===== src/rtl/regfile_wb_arbiter.sv =====
// regfile_wb_arbiter
//   Shares the single register-file write port among NREQ writeback requesters.
//   A combinational round-robin arbiter raises req_ready for one valid requester;
//   the accepted write is registered and presented to the register file on the
//   following cycle. Writes to address 0 are accepted but dropped (x0_drop pulse).
//   Saturating statistics count commits and multi-requester contention cycles.
// Ports
//   clk, rst      rising-edge clock, synchronous active-high reset
//   req_valid     per-requester pending write
//   req_addr      requester i address at [i*AW +: AW]
//   req_data      requester i data at [i*DW +: DW]
//   req_ready     one-hot (or zero) grant, forced low while rst=1
//   Wt_addr       registered write address
//   Wt_data       registered write data
//   RegWrite      registered write enable (forced low while rst=1)
//   grant_id      index of the last accepted requester
//   x0_drop       one-cycle pulse when an accepted write targeted address 0
//   commit_cnt    RegWrite cycles since reset, saturating
//   conflict_cnt  non-reset cycles with two or more valid requesters, saturating
module regfile_wb_arbiter #(
  parameter int NREQ = 3,
  parameter int AW   = 5,
  parameter int DW   = 32,
  parameter int CW   = 16
) (
  input  logic               clk,
  input  logic               rst,
  input  logic [NREQ-1:0]    req_valid,
  input  logic [NREQ*AW-1:0] req_addr,
  input  logic [NREQ*DW-1:0] req_data,
  output logic [NREQ-1:0]    req_ready,
  output logic [AW-1:0]      Wt_addr,
  output logic [DW-1:0]      Wt_data,
  output logic               RegWrite,
  output logic [2:0]         grant_id,
  output logic               x0_drop,
  output logic [CW-1:0]      commit_cnt,
  output logic [CW-1:0]      conflict_cnt
);

  // Saturating increment: holds at all-ones instead of wrapping.
  function automatic logic [CW-1:0] sat_inc(input logic [CW-1:0] v);
    if (v == {CW{1'b1}}) begin
      sat_inc = v;
    end else begin
      sat_inc = v + {{(CW-1){1'b0}}, 1'b1};
    end
  endfunction

  // True when at least two bits are set: clearing the lowest set bit leaves something.
  function automatic logic multi_valid(input logic [NREQ-1:0] v);
    multi_valid = ((v & (v - {{(NREQ-1){1'b0}}, 1'b1})) != {NREQ{1'b0}});
  endfunction

  logic [AW-1:0] wt_addr_q, wt_addr_d;
  logic [DW-1:0] wt_data_q, wt_data_d;
  logic          regwrite_q, regwrite_d;
  logic          x0_drop_q, x0_drop_d;
  logic [2:0]    grant_id_q, grant_id_d;
  logic [2:0]    rr_ptr_q, rr_ptr_d;
  logic [CW-1:0] commit_cnt_q, commit_cnt_d;
  logic [CW-1:0] conflict_cnt_q, conflict_cnt_d;

  logic          grant_found_s;
  logic [2:0]    grant_idx_s;
  logic          accept_s;
  logic [AW-1:0] sel_addr_s;
  logic [DW-1:0] sel_data_s;
  logic          regwrite_s;

  // Round-robin search: walk offsets from the highest down so the smallest
  // offset from rr_ptr that is valid is the one left standing.
  always_comb begin
    int idx;
    grant_found_s = 1'b0;
    grant_idx_s   = 3'd0;
    for (int k = NREQ - 1; k >= 0; k--) begin
      idx = int'(rr_ptr_q) + k;
      if (idx >= NREQ) begin
        idx = idx - NREQ;
      end else begin
        idx = idx;
      end
      if (req_valid[idx]) begin
        grant_found_s = 1'b1;
        grant_idx_s   = 3'(idx);
      end else begin
        grant_found_s = grant_found_s;
      end
    end
  end

  // One-hot ready for the winner; nothing can be accepted during reset.
  always_comb begin
    for (int i = 0; i < NREQ; i++) begin
      req_ready[i] = grant_found_s && !rst && (grant_idx_s == 3'(i));
    end
  end

  // Winner's address/data mux.
  always_comb begin
    sel_addr_s = req_addr[int'(grant_idx_s)*AW +: AW];
    sel_data_s = req_data[int'(grant_idx_s)*DW +: DW];
  end

  // Registered outputs; the enable and drop pulse are masked during reset so
  // an accept registered just before reset never reaches the register file.
  always_comb begin
    accept_s     = grant_found_s && !rst;
    regwrite_s   = regwrite_q && !rst;
    RegWrite     = regwrite_s;
    x0_drop      = x0_drop_q && !rst;
    Wt_addr      = wt_addr_q;
    Wt_data      = wt_data_q;
    grant_id     = grant_id_q;
    commit_cnt   = commit_cnt_q;
    conflict_cnt = conflict_cnt_q;
  end

  // Next-state for the commit stage, pointer and statistics.
  always_comb begin
    wt_addr_d      = wt_addr_q;
    wt_data_d      = wt_data_q;
    grant_id_d     = grant_id_q;
    rr_ptr_d       = rr_ptr_q;
    regwrite_d     = 1'b0;
    x0_drop_d      = 1'b0;
    commit_cnt_d   = commit_cnt_q;
    conflict_cnt_d = conflict_cnt_q;
    if (accept_s) begin
      wt_addr_d  = sel_addr_s;
      wt_data_d  = sel_data_s;
      grant_id_d = grant_idx_s;
      regwrite_d = (sel_addr_s != {AW{1'b0}});
      x0_drop_d  = (sel_addr_s == {AW{1'b0}});
      if (int'(grant_idx_s) == NREQ - 1) begin
        rr_ptr_d = 3'd0;
      end else begin
        rr_ptr_d = grant_idx_s + 3'd1;
      end
    end else begin
      regwrite_d = 1'b0;
      x0_drop_d  = 1'b0;
    end
    if (regwrite_s) begin
      commit_cnt_d = sat_inc(commit_cnt_q);
    end else begin
      commit_cnt_d = commit_cnt_q;
    end
    if (multi_valid(req_valid)) begin
      conflict_cnt_d = sat_inc(conflict_cnt_q);
    end else begin
      conflict_cnt_d = conflict_cnt_q;
    end
  end

  // State registers with synchronous reset.
  always_ff @(posedge clk) begin
    if (rst) begin
      wt_addr_q      <= {AW{1'b0}};
      wt_data_q      <= {DW{1'b0}};
      regwrite_q     <= 1'b0;
      x0_drop_q      <= 1'b0;
      grant_id_q     <= 3'd0;
      rr_ptr_q       <= 3'd0;
      commit_cnt_q   <= {CW{1'b0}};
      conflict_cnt_q <= {CW{1'b0}};
    end else begin
      wt_addr_q      <= wt_addr_d;
      wt_data_q      <= wt_data_d;
      regwrite_q     <= regwrite_d;
      x0_drop_q      <= x0_drop_d;
      grant_id_q     <= grant_id_d;
      rr_ptr_q       <= rr_ptr_d;
      commit_cnt_q   <= commit_cnt_d;
      conflict_cnt_q <= conflict_cnt_d;
    end
  end

endmodule

===== config.mk =====
export PLATFORM = sky130hd
export DESIGN_NAME = regfile_wb_arbiter
export DESIGN_NICKNAME = d
export VERILOG_FILES = /design/src/rtl/regfile_wb_arbiter.sv
export SDC_FILE = /design/constraint.sdc
export NUM_CORES = 1
export LEC_CHECK = 0
export ABC_AREA = 0
export BUFFER_PORTS_ARGS = -buffer_cell sky130_fd_sc_hd__buf_2
export CAP_MARGIN = 25
export CELL_PAD_IN_SITES_DETAIL_PLACEMENT = 0
export CELL_PAD_IN_SITES_GLOBAL_PLACEMENT = 1
export CORE_MARGIN = 2
export CORE_UTILIZATION = 30
export DETAILED_ROUTE_END_ITERATION = 16
export MAX_ROUTING_LAYER = met4
export PLACE_DENSITY = 0.7
export SKIP_LAST_GASP = 1
export SLEW_MARGIN = 15
export SYNTH_ARGS = -nofsm -noshare
export SYNTH_HDL_FRONTEND = slang
export SYNTH_SLANG_ARGS = --single-unit

===== constraint.sdc =====
create_clock -name clk -period 3.6 [get_ports clk]
set_input_delay 0.18 -clock clk [delete_from_list [all_inputs] [get_ports clk]]
set_output_delay 0.18 -clock clk [all_outputs]
set_load 0.05 [all_outputs]

Word level (Yosys, flattened, before mapping)
Index checks and enable logic that the tools add are counted.
{ "word_totals": {"register_bits": 77, "word_cells": 68} }
{ "classes": {"magnitude_cmp": 6, "n_eq_ne": 5, "shift": 2, "mux": 19, "bitwise_logic": 4, "add_sub_neg": 9, "n_mul": 1, "reduce_logical": 14} }
{ "op_table": {"columns": ["op", "count"], "rows": [
  ["$lt 32x4->1 const B", 3],
  ["$mux 32", 3],
  ["$shiftx 96x9->32", 1],
  ["$add 16x1->16 const B", 2],
  ["$eq 16x16->1 const B", 2],
  ["$shiftx 15x7->5", 1],
  ["$mux 3", 4],
  ["$sub 4x2->5 const B", 2],
  ["$mux 1", 9],
  ["$ge 4x2->1 const B", 2],
  ["$bmux 1 s2", 3],
  ["$logic_and 1x1->1", 6],
  ["$mul 3x3->6 const B", 1],
  ["$logic_not 5->1", 1],
  ["$reduce_bool 5->1", 1],
  ["$add 3x1->4 const B", 1],
  ["$add 3x2->4 const B", 1],
  ["$reduce_and 2->1", 2],
  ["$sub 3x2->4 const B", 1],
  ["$add 3x1->3 const B", 1],
  ["$and 3x3->3", 1],
  ["$eq 3x1->1 const B", 1],
  ["$eq 3x2->1 const B", 1],
  ["$eq 3x3->1 const B", 1],
  ["7 further kinds", 9]
]} }

Longest topological paths before layout
Gate-level depths: netlist of the first run.
{ "logic_depth": {"ltp_word": 12, "depth_mapped": 14, "mapped_depth_nobuf": 10} }

Least setup slack after synthesis of the first run
OpenSTA, ideal clock, no wires.
{ "synth_path": {"path_type": "flip-flop to output port", "startpoint": "register rr_ptr_q[1]", "endpoint": "output port req_ready[0]", "setup_slack_ns": -0.176, "required_ns": 3.420, "n_path_buf": 1, "t_arrival_ns": 3.596, "path_stages_with_launch": 12, "path_cell_list": "dfxtp_1 ha_1 inv_1 ha_1 or2_1 a22o_1 a211oi_1 nand4_1 a31oi_1 nand2b_1 clkbuf_1 nor3_1"} }
{ "synth_between": {"elab_chain_len": 11} }
{ "synth_lines": {"columns": ["element", "line", "rtl"], "rows": [
  ["start, declared", "60", "logic [2:0] rr_ptr_q, rr_ptr_d;"],
  ["start signal, assigned", "174", "rr_ptr_q <= rr_ptr_d;"],
  ["$add 3x2->4", "78", "idx = int'(rr_ptr_q) + k;"],
  ["$sub 4x2->5 / $ge 4x2->1 (equally long branches)", "80, 79", null],
  ["$mux 32", "79", "if (idx >= NREQ) begin"],
  ["$bmux 1 s2", "84", "if (req_valid[idx]) begin"],
  ["$mux 1 (not written as such) (2 in a row)", "84", null],
  ["$mux 3 / $mux 1 (equally long branches) (3 in a row)", "84", null],
  ["$logic_not 3->1 / $logic_and 1x1->1 (equally long branches)", "96", "req_ready[i] = grant_found_s && !rst && (grant_idx_s == 3'(i));"],
  ["$logic_and 1x1->1 (*)", "96", null],
  ["end, declared", "31", "output logic [NREQ-1:0] req_ready,"]
]} }
Mark *: on every way between the ends. The rest lies on a longest branch, timed or not. The select of a mux whose other input is x is not followed.

Worst setup path in the final report of the first run
{ "layout_path": {"startpoint": "register rr_ptr_q[0]", "endpoint": "output port req_ready[0]"} }
Same word-level chain as after synthesis.

==> results.md, run 1 <==
* Setup CP Type: reg2out
* Critical Path RT at 3.42 ns
* Clock tree buffer depth at 2
* Final non-filler cell total at 865
* Hold Buf Count CTS at 0
* Met1 Wirelength at 6070 microns
* Synthesized area at 4310 sq um
* Endpoint kind of the worst setup timing path: primary output
* Post-synth EDFFs at 0
* Sw Ratio at 50.5%
* Pwr dens at 987 nW/um^2
* Count of input and output buffers at 192
* Clock slew at reported path FFs at 0.06 ns
* Worst hold path class: in2reg
* Comb power frac at 64.3%
* Register area at 1540 sq um
* Worst vdd ir at 0.504 mV
* Placed instance count at 851
* Tmin final at 3.41 ns
* Highest routed layer: met4
* R2r worst-path depth at 11
* Sink count of the clock tree at 77
* P&R area growth vs syn at 33.4%
* Clock share of power at 14.6%
* Post-synth ARST share at 0%
* Starting Density at 30.9%
* Post-DR wirelength/cell at 15.6 microns
* Area leader, netlist: dfxtp_1
* Die span in x at 124 microns
* Synth cell count leaders: 77 x dfxtp_1, 45 x nor2_1, 44 x a21oi_1, 35 x a22o_1, 29 x nand2_1
* Final hold violations at 0
* Count leader, synth: dfxtp_1
* Internal Power at 2800 uW
* DRC at 0
* Share of cells above drive strength 1 at 34.7%
* Largest net degree at the start of global routing at 66
* Initial antenna violation count at 0
* Hold WS at 0.162 ns
* Diode count at 0
* Vias at 4443
* Worst Hold Endpoint: Wt_data[22]$_SDFFE_PP0P_
* Top-area cell type share of the netlist area at 35.8%
* Hold depth at 3
* Total track usage at 17.5%
* Worst Hold Launch: req_data[22]
* GR Overflow Total at 0
* Routed vias/inst at 5.14
* DRT antenna net count at 0
* First-pass iteration count of the detailed router at 4
* Leak Pwr at 0.00254 uW
* R2R Setup Slk at 0.28 ns
* Filler Cell Count at 1435
* Met2 WL at 6220 microns
* Critical Path Fanout Max at 5
* Row count at 43
* Total die area at 15300 sq um
* Setup TNS at 0 ns
* Skew final at 0.00308 ns
* Area contributors post-synth: dfxtp_1 36%, a22o_1 7.1%, a21oi_1 5.1%
* Avg Inst Size Synth at 8.59 sq um
* Routed WL at 13500 microns
* First-pass GRT wire length at 20400 microns
* Clock Latency Late Sink at 0.33 ns
* H-tree depth at 3
* # Max-Cap Violations at 0
* CP startpoint kind: flop
* First DRT Iteration DRCs at 283
* Core box area at 13900 sq um
* Slew Viols, Final at 0
* Sequential share of the synthesized area at 35.8%
* RSZ-0062 raised after global routing: false
* Post-Layout Inst Area at 5750 sq um
* Sw power at 2860 uW
* Multi-input gate area at 2590 sq um
* CTS Buf Count at 9
* Worst-margin pin slew at 0.953 ns
* Status: completed
* Yosys warnings at 0
* Worst Path Arrival at 3.23 ns
* Num ports at 193
* # setup viols final at 0
* Rel. slew slack at 35.7%
* Period utilization at 94.6%
* Number of global-route vias before repair at 3989
* Reg-to-Reg Start: rr_ptr_q[0]$_SDFFE_PP0P_
* Net Count, Synth at 626
* Final core utilization at 41.2%
* Routed wire length on met3 at 880 microns
* R2r endpoint: Wt_data[11]$_SDFFE_PP0P_
* Post-Syn Instances at 501
* Root Buffer: clkbuf_16
* CTS tree: yes
* Count of cell types in the netlist at 63
* NumNets Final at 807
* Gpl congestion at 0.879
* Fmax at 0.294 GHz
* #FFs+latches synth at 77
* Seq pwr share at 21.1%
* Hpwl dp at 10100 microns
* Main flop type after synthesis: dfxtp_1
* Die span in y at 124 microns
* Area after DPL at 5450 sq um
-- area by class of cell --
class	instances	share of cell area, %
inverters	11	0.719
clock inverters	1	0.131
clock buffers	13	4.53
repair buffers	206	18.9
well taps	180	3.92
flip-flops and latches	77	26.8
multi-input cells	377	45.0
-- registers in the layout (all words and copies together) (netlist names) --
signal        flops
Wt_addr           5
Wt_data          32
commit_cnt       16
conflict_cnt     16
grant_id          3
regwrite_q        1
rr_ptr_q          3
x0_drop_q         1
-- per-layer routing --
layer  GRT usage, %  vias to the layer above
met4           7.53                        0
li1               -                     2204
met3           3.39                       25
met2           26.8                      163
met1           22.5                     2051
met5              -                        -
-- layout by cell type (no fill, tap or decap), types with 4 or more instances in the layout --
cell type and instances:
o31ai_1 26, a22o_1 35, nand3_1 11, nand2_1 29, nor2_1 45, and3_1 4
buf_4 13, o21ai_0 17, nand3b_1 26, a22oi_1 5, nor2b_1 11, xor2_1 18
dfxtp_1 77, nor3b_1 8, nand4_1 7, buf_2 190, o211ai_1 4, xnor2_1 11
nand2b_1 6, ha_1 9, and2_1 5, a21oi_1 43, inv_1 11, clkbuf_16 9
-- power by group through the flow --
stage | clock network, uW | registers [uW] | logic (uW)
detailed placement | 0 | 1210 | 3610
global placement | 0 | 1200 | 3590
finish | 829 | 1190 | 3650
floorplan | 0 | 1850 | 2070
global route | 897 | 1220 | 3960
CTS | 864 | 1190 | 3620
-- worst max-delay path: stages, from the launching register on --
cell	delay (ns)
dfxtp_1	0.38
ha_1	0.19
inv_1	0.05
ha_1	0.34
or2_1	0.29
a22o_1	0.28
a211oi_4	0.30
nand4_1	0.13
a31oi_1	0.24
nand2b_1	0.22
nor3_2	0.21
clkbuf_4	0.25
-- metrics by stage --
stage	setup WS, ns	total power [uW]
2_1_floorplan	0.149	3930
5_1_grt	0.00750	6080
3_5_place_dp	0.323	4820
4_1_cts	0.0124	5680
6_report	0.193	5670
3_3_place_gp	0.413	4800
-- how the worst max path moves through the flow --
stage                                   startpoint                      end  slack (ns)  cells after the start
after floorplan           rr_ptr_q[0]$_SDFFE_PP0P_             req_ready[1]        0.15                     12
after global placement    rr_ptr_q[0]$_SDFFE_PP0P_  Wt_data[9]$_SDFFE_PP0P_        0.41                     11
after detailed placement  rr_ptr_q[0]$_SDFFE_PP0P_  Wt_data[9]$_SDFFE_PP0P_        0.32                     11
after CTS                 rr_ptr_q[0]$_SDFFE_PP0P_             req_ready[0]        0.01                     11
after global routing      rr_ptr_q[0]$_SDFFE_PP0P_             req_ready[0]       0.008                     11
final                     rr_ptr_q[0]$_SDFFE_PP0P_             req_ready[0]        0.19                     11
-- cell families (layout without fill, tap and decap cells) --
logic type | Yosys count | in the layout | share of synthesized area (%)
and+or+nand+nor | 178 | 178 | 24.2
muxes | 6 | 6 | 1.48
xor gates and xnor gates | 29 | 29 | 5.90
adders and majority gates | 10 | 10 | 2.85
AOI/OAI and AO/OA | 154 | 154 | 24.9
DFF | 77 | 77 | 35.8
buffers and inverters | 47 | 231 | 4.85
-- repair_timing --
item	4_1_cts	5_1_grt
gates resized for setup	0	6
endpoints found under the setup margin	0	3
buffers inserted	0	0
Note: power is estimated with default switching activity, not from simulation.
==> run 2: changes to the inputs <==
--- a/config.mk
+++ b/config.mk
@@ -10,7 +10,7 @@
 export CAP_MARGIN = 25
 export CELL_PAD_IN_SITES_DETAIL_PLACEMENT = 0
 export CELL_PAD_IN_SITES_GLOBAL_PLACEMENT = 1
-export CORE_MARGIN = 2
+export CORE_MARGIN = 5
 export CORE_UTILIZATION = 30
 export DETAILED_ROUTE_END_ITERATION = 16
 export MAX_ROUTING_LAYER = met4
==> constraint.sdc (replaced) <==
create_clock -name clk -period 3.9 [get_ports clk]
set_input_delay 0.195 -clock clk [delete_from_list [all_inputs] [get_ports clk]]
set_output_delay 0.195 -clock clk [all_outputs]
set_load 0.05 [all_outputs]
==> run 2 against run 1 <==
- non-clock buffer count fell by 6
- via count down 1.5%
- hold slack better by 0.026 ns
- combinational power down 12%
- register-to-register slack better by 0.20 ns
- global-route usage is 1.1 points lower
- sequential share of layout area grew 0.28 points
- wire length increased by 2.9%
- cell count decreased by 0.46%
- critical path depth stayed put
- clock skew grew 0.0034 ns
- critical endpoint unchanged
- largest power group unchanged
==> results.md, run 2 (same netlist as run 1, synthesis figures left out) <==
* Status: completed
* Multi-input gate area at 2570 sq um (-0.77%)
* Initial antenna violation count at 0 (unchanged)
* RSZ-0062 raised after global routing: false
* Number of global-route vias before repair at 4198 (+5.2%)
* Clock tree buffer depth at 2 (unchanged)
* Endpoint kind of the worst setup timing path: primary output
* Hold WS at 0.187 ns (+0.0257 ns)
* Count of input and output buffers at 192 (unchanged)
* Worst hold path class: in2reg
* Filler Cell Count at 1484 (+3.4%)
* Register area at 1540 sq um (unchanged)
* Clock slew at reported path FFs at 0.06 ns (about the same)
* Largest net degree at the start of global routing at 62 (-6.1%)
* Diode count at 0 (unchanged)
* CTS tree: yes
* GR Overflow Total at 0 (unchanged)
* Setup CP Type: reg2out
* Post-DR wirelength/cell at 16.1 microns (+3.4%)
* Slew Viols, Final at 0 (unchanged)
* Worst vdd ir at 0.385 mV (-23%)
* Critical Path Fanout Max at 9 (+4)
* Setup TNS at 0 ns (unchanged)
* NumNets Final at 801 (-0.74%)
* Hpwl dp at 10700 microns (+5.6%)
* Total track usage at 16.4% (-1.1 points)
* Hold Buf Count CTS at 0 (unchanged)
* Worst Path Buf+Inv at 2 (unchanged)
* CTS Buf Count at 9 (unchanged)
* Most numerous cell on the critical path: ha_1
* Leak Pwr at 0.00252 uW (-0.71%)
* First-pass GRT wire length at 21600 microns (+5.9%)
* Pwr dens at 901 nW/um^2 (-8.7%)
* Clock Latency Late Sink at 0.33 ns (about the same)
* CP startpoint kind: flop
* Crit-path slowest cell: dfxtp_1
* Routed WL at 13900 microns (+2.9%)
* Crit path max-delay family: compound AO/OA/AOI/OAI gates
* H-tree depth at 3 (unchanged)
* Period utilization at 92.4%
* Row count at 43 (unchanged)
* First DRT Iteration DRCs at 263 (-7.1%)
* Worst path cell trace: ha_1 > inv_1 > ha_1 > or2_1 > a22o_1 > a211oi_2 > nand4_1 > a31oi_1 > nand2b_1 > nor3_1 > buf_2
* Max stage delay on crit path at 0.49 ns (+0.11 ns)
* Root Buffer: clkbuf_16
* Rel. slew slack at 35.0% (-0.70 points)
* Tmin final at 3.61 ns
* Skew final at 0.00648 ns (+0.00340 ns)
* P&R area growth vs syn at 32.1%
* # Max-Cap Violations at 0 (unchanged)
* Core box area at 14000 sq um (+0.39%)
* DRT antenna net count at 0 (unchanged)
* First-pass iteration count of the detailed router at 5 (+1)
* Die span in y at 130 microns (+4.8%)
* Critical Path RT at 3.70 ns (+0.28 ns)
* Vias at 4378 (-1.5%)
* Commonest cells after routing, fill and taps aside: 192 x buf_2, 77 x dfxtp_1, 45 x nor2_1
* # setup viols final at 0 (unchanged)
* DRC at 0 (unchanged)
* Starting Density at 30.8% (-0.12 points)
* Max reg flops at 32 (unchanged)
* Num ports at 193 (unchanged)
* Routed vias/inst at 5.08 (-1.0%)
* Share of cells above drive strength 1 at 34.1% (-0.68 points)
* Sink count of the clock tree at 77 (unchanged)
* Worst-margin pin slew at 0.963 ns (+0.0103 ns)
* Commonest non-fill, non-tap cell in the layout: buf_2
* Final Power at 5120 uW (-9.6%)
* Total die area at 16800 sq um (+9.9%)
* Gpl congestion at 0.961 (+9.3%)
* Die span in x at 130 microns (+4.8%)
* Final hold violations at 0 (unchanged)
* Fmax at 0.277 GHz
* Worst Path Arrival at 3.41 ns (+0.18 ns)
[run 2: cell types whose count changed in the layout (fill, tap and decap cells not counted), sizes merged]
cell,change
buf,-4
clkbuf,-3
clkinv,+3
[run 2: worst min-delay path: stages]
cell and delay [ns]:
buf_2 0.08, a21oi_1 0.05, o31ai_1 0.16
[run 2: final cells by class]
cell class | instances | area share (%)
repair buffers | 200 | 18.2
multi-input cells | 377 | 45.1
clock buffers | 12 | 4.51
inverters | 11 | 0.726
well taps | 180 | 3.96
flip-flops and latches | 77 | 27.1
clock inverters | 4 | 0.396
[run 2: power by group]
group	internal [uW]	switching, uW
registers	990	119
logic	1070	2170
clock network	462	320
[run 2: per-layer routing]
layer  routed length, microns  track usage (%)
met1                     6360             22.1
met2                     6490             25.1
met3                      774             2.95
met4                      242             5.56
met5                        0                -
[run 2: path summary, 6_finish.rpt]
| path | startpoint | to | slack, ns | cells after the start |
|---|---|---|---|---|
| worst max register to register | rr_ptr_q[1]$_SDFFE_PP0P_ | x0_drop_q$_SDFF_PP0_ | 0.48 | 10 |
| worst min-delay path | req_data[16] | Wt_data[16]$_SDFFE_PP0P_ | 0.19 | 3 |
| worst max-delay path | rr_ptr_q[1]$_SDFFE_PP0P_ | req_ready[0] | 0.29 | 11 |
| worst min register to register | Wt_data[14]$_SDFFE_PP0P_ | Wt_data[14]$_SDFFE_PP0P_ | 0.45 | 2 |
[run 2: what timing repair did]
action / 4_1_cts / 5_1_grt
setup buffers: 0 / 0
setup endpoints to repair: 0 / 3
resized for setup: 0 / 1
[run 2: per-stage QoR]
step	setup WS, ns	cell area [sq um]	util, %	std cells
final	0.295	5690	40.7	861
after global routing	0.0467	5690	40.7	861
after CTS	0.0823	5680	40.6	861
after detailed placement	0.508	5400	38.6	845
after global placement	0.562	5400	38.6	845
after floorplan	0.109	4310	-	501
==> run 3: changes to the inputs <==
--- a/config.mk
+++ b/config.mk
@@ -5,7 +5,7 @@
 export SDC_FILE = /design/constraint.sdc
 export NUM_CORES = 1
 export LEC_CHECK = 0
-export ABC_AREA = 0
+export ABC_AREA = 1
 export BUFFER_PORTS_ARGS = -buffer_cell sky130_fd_sc_hd__buf_2
 export CAP_MARGIN = 25
 export CELL_PAD_IN_SITES_DETAIL_PLACEMENT = 0
@@ -14,9 +14,9 @@
 export CORE_UTILIZATION = 30
 export DETAILED_ROUTE_END_ITERATION = 16
 export MAX_ROUTING_LAYER = met4
-export PLACE_DENSITY = 0.7
+export PLACE_DENSITY = 0.73
 export SKIP_LAST_GASP = 1
-export SLEW_MARGIN = 15
+export SLEW_MARGIN = 40
 export SYNTH_ARGS = -nofsm -noshare
 export SYNTH_HDL_FRONTEND = slang
 export SYNTH_SLANG_ARGS = --single-unit
==> run 3 against run 2 <==
- register-to-register slack improved by 0.27 ns
- hold slack got worse by 0.089 ns
- critical path depth rose by 4
- via count rose by 9.4%
- worst setup slack improved by 0.30 ns
- first-iteration DRC count fell by 17%
- power rose by 22%
- combinational power rose by 33%
- clock skew rose by 0.0034 ns
- critical endpoint unchanged
- largest cell class unchanged
- largest power group unchanged
==> results.md, run 3 <==
* Status: completed
* Worst hold path class: in2reg
* Starting Density at 30.3% (-0.46 points)
* H-tree depth at 3 (unchanged)
* Row count at 44 (+2.3%)
* Gpl congestion at 0.830 (-14%)
* # Max-Cap Violations at 0 (unchanged)
* Worst vdd ir at 0.597 mV (+55%)
* Filler Cell Count at 1573 (+6.0%)
* Reg-to-Reg Start: rr_ptr_q[0]$_SDFFE_PP0P_
* Avg Inst Size Synth at 6.67 sq um (-22%)
* Post-synth ARST share at 0% (unchanged)
* NumNets Final at 961 (+20%)
* R2r worst-path depth at 16 (+6)
* Hold Buf Count CTS at 0 (unchanged)
* Main flop type after synthesis: dfxtp_1
* Root Buffer: clkbuf_16
* First-pass iteration count of the detailed router at 4 (-1)
* CP startpoint kind: flop
* Endpoint kind of the worst setup timing path: primary output
* Count leader, synth: nand2_1
* Placed instance count at 1009 (+19%)
* Critical Path Fanout Max at 19 (+10)
* Area contributors post-synth: dfxtp_1 35%, nand2_1 18%, nand3_1 6.0%
* R2R Setup Slk at 0.75 ns (+0.27 ns)
* DRC at 0 (unchanged)
* Setup WS pre-CTS at 0.695 ns (+0.187 ns)
* Met1 Wirelength at 6490 microns (+2.2%)
* RSZ-0062 raised after global routing: false
* Num ports at 193 (unchanged)
* Sequential share of the synthesized area at 35.4% (-0.42 points)
* Yosys warnings at 0 (unchanged)
* Post-Syn Instances at 653 (+30%)
* Rel. slew slack at 50.1% (+15 points)
* Count of cell types in the netlist at 38 (-40%)
* Diode count at 0 (unchanged)
* CP startpoint: rr_ptr_q[0]$_SDFFE_PP0P_
* Routed wire length on met3 at 1080 microns (+40%)
* Tmin final at 3.31 ns (-0.298 ns)
* Sw power at 3600 uW (+38%)
* Clock slew at reported path FFs at 0.06 ns (about the same)
* First-pass GRT wire length at 22600 microns (+4.6%)
* Top-area cell type share of the netlist area at 35.4% (-0.42 points)
* Core box area at 14400 sq um (+2.7%)
* Total track usage at 17.2% (+0.78 points)
* Worst-margin pin slew at 0.746 ns (-0.217 ns)
* Max reg flops at 32 (unchanged)
* Routed vias/inst at 4.67 (-8.1%)
* Area leader, netlist: dfxtp_1
* Hold WS at 0.0985 ns (-0.0889 ns)
* Sw Ratio at 57.4% (+6.6 points)
* Setup CP Type: reg2out
* Post-synth EDFFs at 0 (unchanged)
* Critical Path RT at 3.70 ns (about the same)
* Clock share of power at 13.6% (-1.7 points)
* Die span in y at 131 microns (+0.55%)
* Fmax at 0.302 GHz (+9.0%)
* Hpwl dp at 11000 microns (+2.2%)
* Vias at 4788 (+9.4%)
* Comb power frac at 68.9% (+5.8 points)
* Commonest cells after routing, fill and taps aside: 213 x nand2_1, 192 x buf_2, 77 x dfxtp_1
* DRT antenna net count at 0 (unchanged)
* CTS tree: yes
* Final worst slack at 0.593 ns (+0.298 ns)
* Setup TNS at 0 ns (unchanged)
* Met2 WL at 6720 microns (+3.5%)
* Clock tree buffer depth at 2 (unchanged)
* Number of global-route vias before repair at 4595 (+9.5%)
* Skew final at 0.00988 ns (+0.00340 ns)
* P&R area growth vs syn at 31.6%
* Worst Path Arrival at 3.11 ns (-0.30 ns)
* Synth cell count leaders: 213 x nand2_1, 77 x dfxtp_1, 63 x inv_1, 52 x nand3_1, 46 x nor2_1
* Pwr dens at 1090 nW/um^2 (+21%)
* First DRT Iteration DRCs at 217 (-17%)
* GR Overflow Total at 0 (unchanged)
* Internal Power at 2670 uW (+5.8%)
* # setup viols final at 0 (unchanged)
* #FFs+latches synth at 77 (unchanged)
* Period utilization at 84.8% (-7.6 points)
* Clock Latency Late Sink at 0.34 ns (about the same)
* Final core utilization at 39.9% (-0.74 points)
* Final non-filler cell total at 1025 (+19%)
* Total die area at 17000 sq um (+1.1%)
* Routed WL at 14400 microns (+3.9%)
* Seq pwr share at 17.5% (-4.1 points)
* Share of cells above drive strength 1 at 29.0% (-5.1 points)
* Final hold violations at 0 (unchanged)
* Commonest non-fill, non-tap cell in the layout: nand2_1
* Largest net degree at the start of global routing at 41 (-34%)
* Setup repair bufs after CTS at 0 (unchanged)
* Sink count of the clock tree at 77 (unchanged)
* CTS Buf Count at 9 (unchanged)
* Leak Pwr at 0.00294 uW (+17%)
* Net Count, Synth at 778 (+24%)
* # resized after CTS at 0 (unchanged)
* Highest routed layer: met4
* Synthesized area at 4360 sq um (+1.2%)
* Post-DR wirelength/cell at 14.1 microns (-13%)
* R2r endpoint: Wt_data[13]$_SDFFE_PP0P_
* Slew Viols, Final at 0 (unchanged)
* Initial antenna violation count at 0 (unchanged)
* Count of input and output buffers at 192 (unchanged)
* Die span in x at 131 microns (+0.55%)
* Critical path endpoint: req_ready[0]
## run 3: layer usage
layer  vias to the layer above  GRT usage [%]
li1                       2493              -
met1                      2113           21.1
met2                       173           28.1
met3                         9           5.20
met4                         0           3.75
met5                         -              -
## run 3: worst min-delay path by stage
stage            startpoint                        to  slack (ns)  cells past startpoint
2_1_floorplan   req_data[2]   Wt_data[2]$_SDFFE_PP0P_        0.33                      2
3_3_place_gp   req_data[30]  Wt_data[30]$_SDFFE_PP0P_        0.43                      3
3_5_place_dp    req_data[2]   Wt_data[2]$_SDFFE_PP0P_        0.44                      3
4_1_cts         req_data[2]   Wt_data[2]$_SDFFE_PP0P_        0.08                      3
5_1_grt        req_data[30]  Wt_data[30]$_SDFFE_PP0P_        0.10                      3
6_report        req_data[2]   Wt_data[2]$_SDFFE_PP0P_         0.1                      3
## run 3: layout make-up
cell class | instances | area (sq um) | share of cell area, %
Clock buffer | 10 | 239 | 4.17
Clock inverter | 6 | 62.6 | 1.09
Inverter | 71 | 273 | 4.76
Multi-Input combinational cell | 482 | 2410 | 42.0
Sequential cell | 77 | 1540 | 26.9
Tap cell | 184 | 230 | 4.01
Timing Repair Buffer | 195 | 983 | 17.1
## run 3: power groups by stage
stage | Clock (uW) | Sequential (uW) | Combinational (uW)
floorplan | 0 | 1600 | 3010
global placement | 0 | 1110 | 4400
detailed placement | 0 | 1110 | 4390
CTS | 881 | 1090 | 4400
global route | 912 | 1120 | 4860
finish | 854 | 1090 | 4310
## run 3: critical path, stage by stage (launching register included)
cell      delay [ns]
dfxtp_1         0.46
ha_1            0.23
inv_1           0.05
ha_1            0.32
o21ai_2         0.24
nand3_1         0.10
nand2_1         0.10
nand3_2         0.11
nand2_2         0.11
nand3_1         0.09
nand3_2         0.09
nand2_4         0.07
clkinv_2        0.10
nand2_4         0.10
nor2_8          0.27
buf_2           0.33
## run 3: stage by stage
step                      instance area (sq um)  power (uW)
after CTS                                  5740        6380
after global routing                       5740        6880
after detailed placement                   5430        5500
after floorplan                            4360        4610
after global placement                     5430        5500
final                                      5740        6260
## run 3: cell families (layout without fill, tap and decap cells)
group,count (synthesis),in the layout,synth area share [%]
AND/OR/NAND/NOR,364,364,37.9
AO/OA/AOI/OAI,104,104,13.8
buffers and inverters,94,282,9.39
flip-flops,77,77,35.4
adder cells (fa/ha/maj),9,9,2.58
XOR/XNOR,5,5,1.01
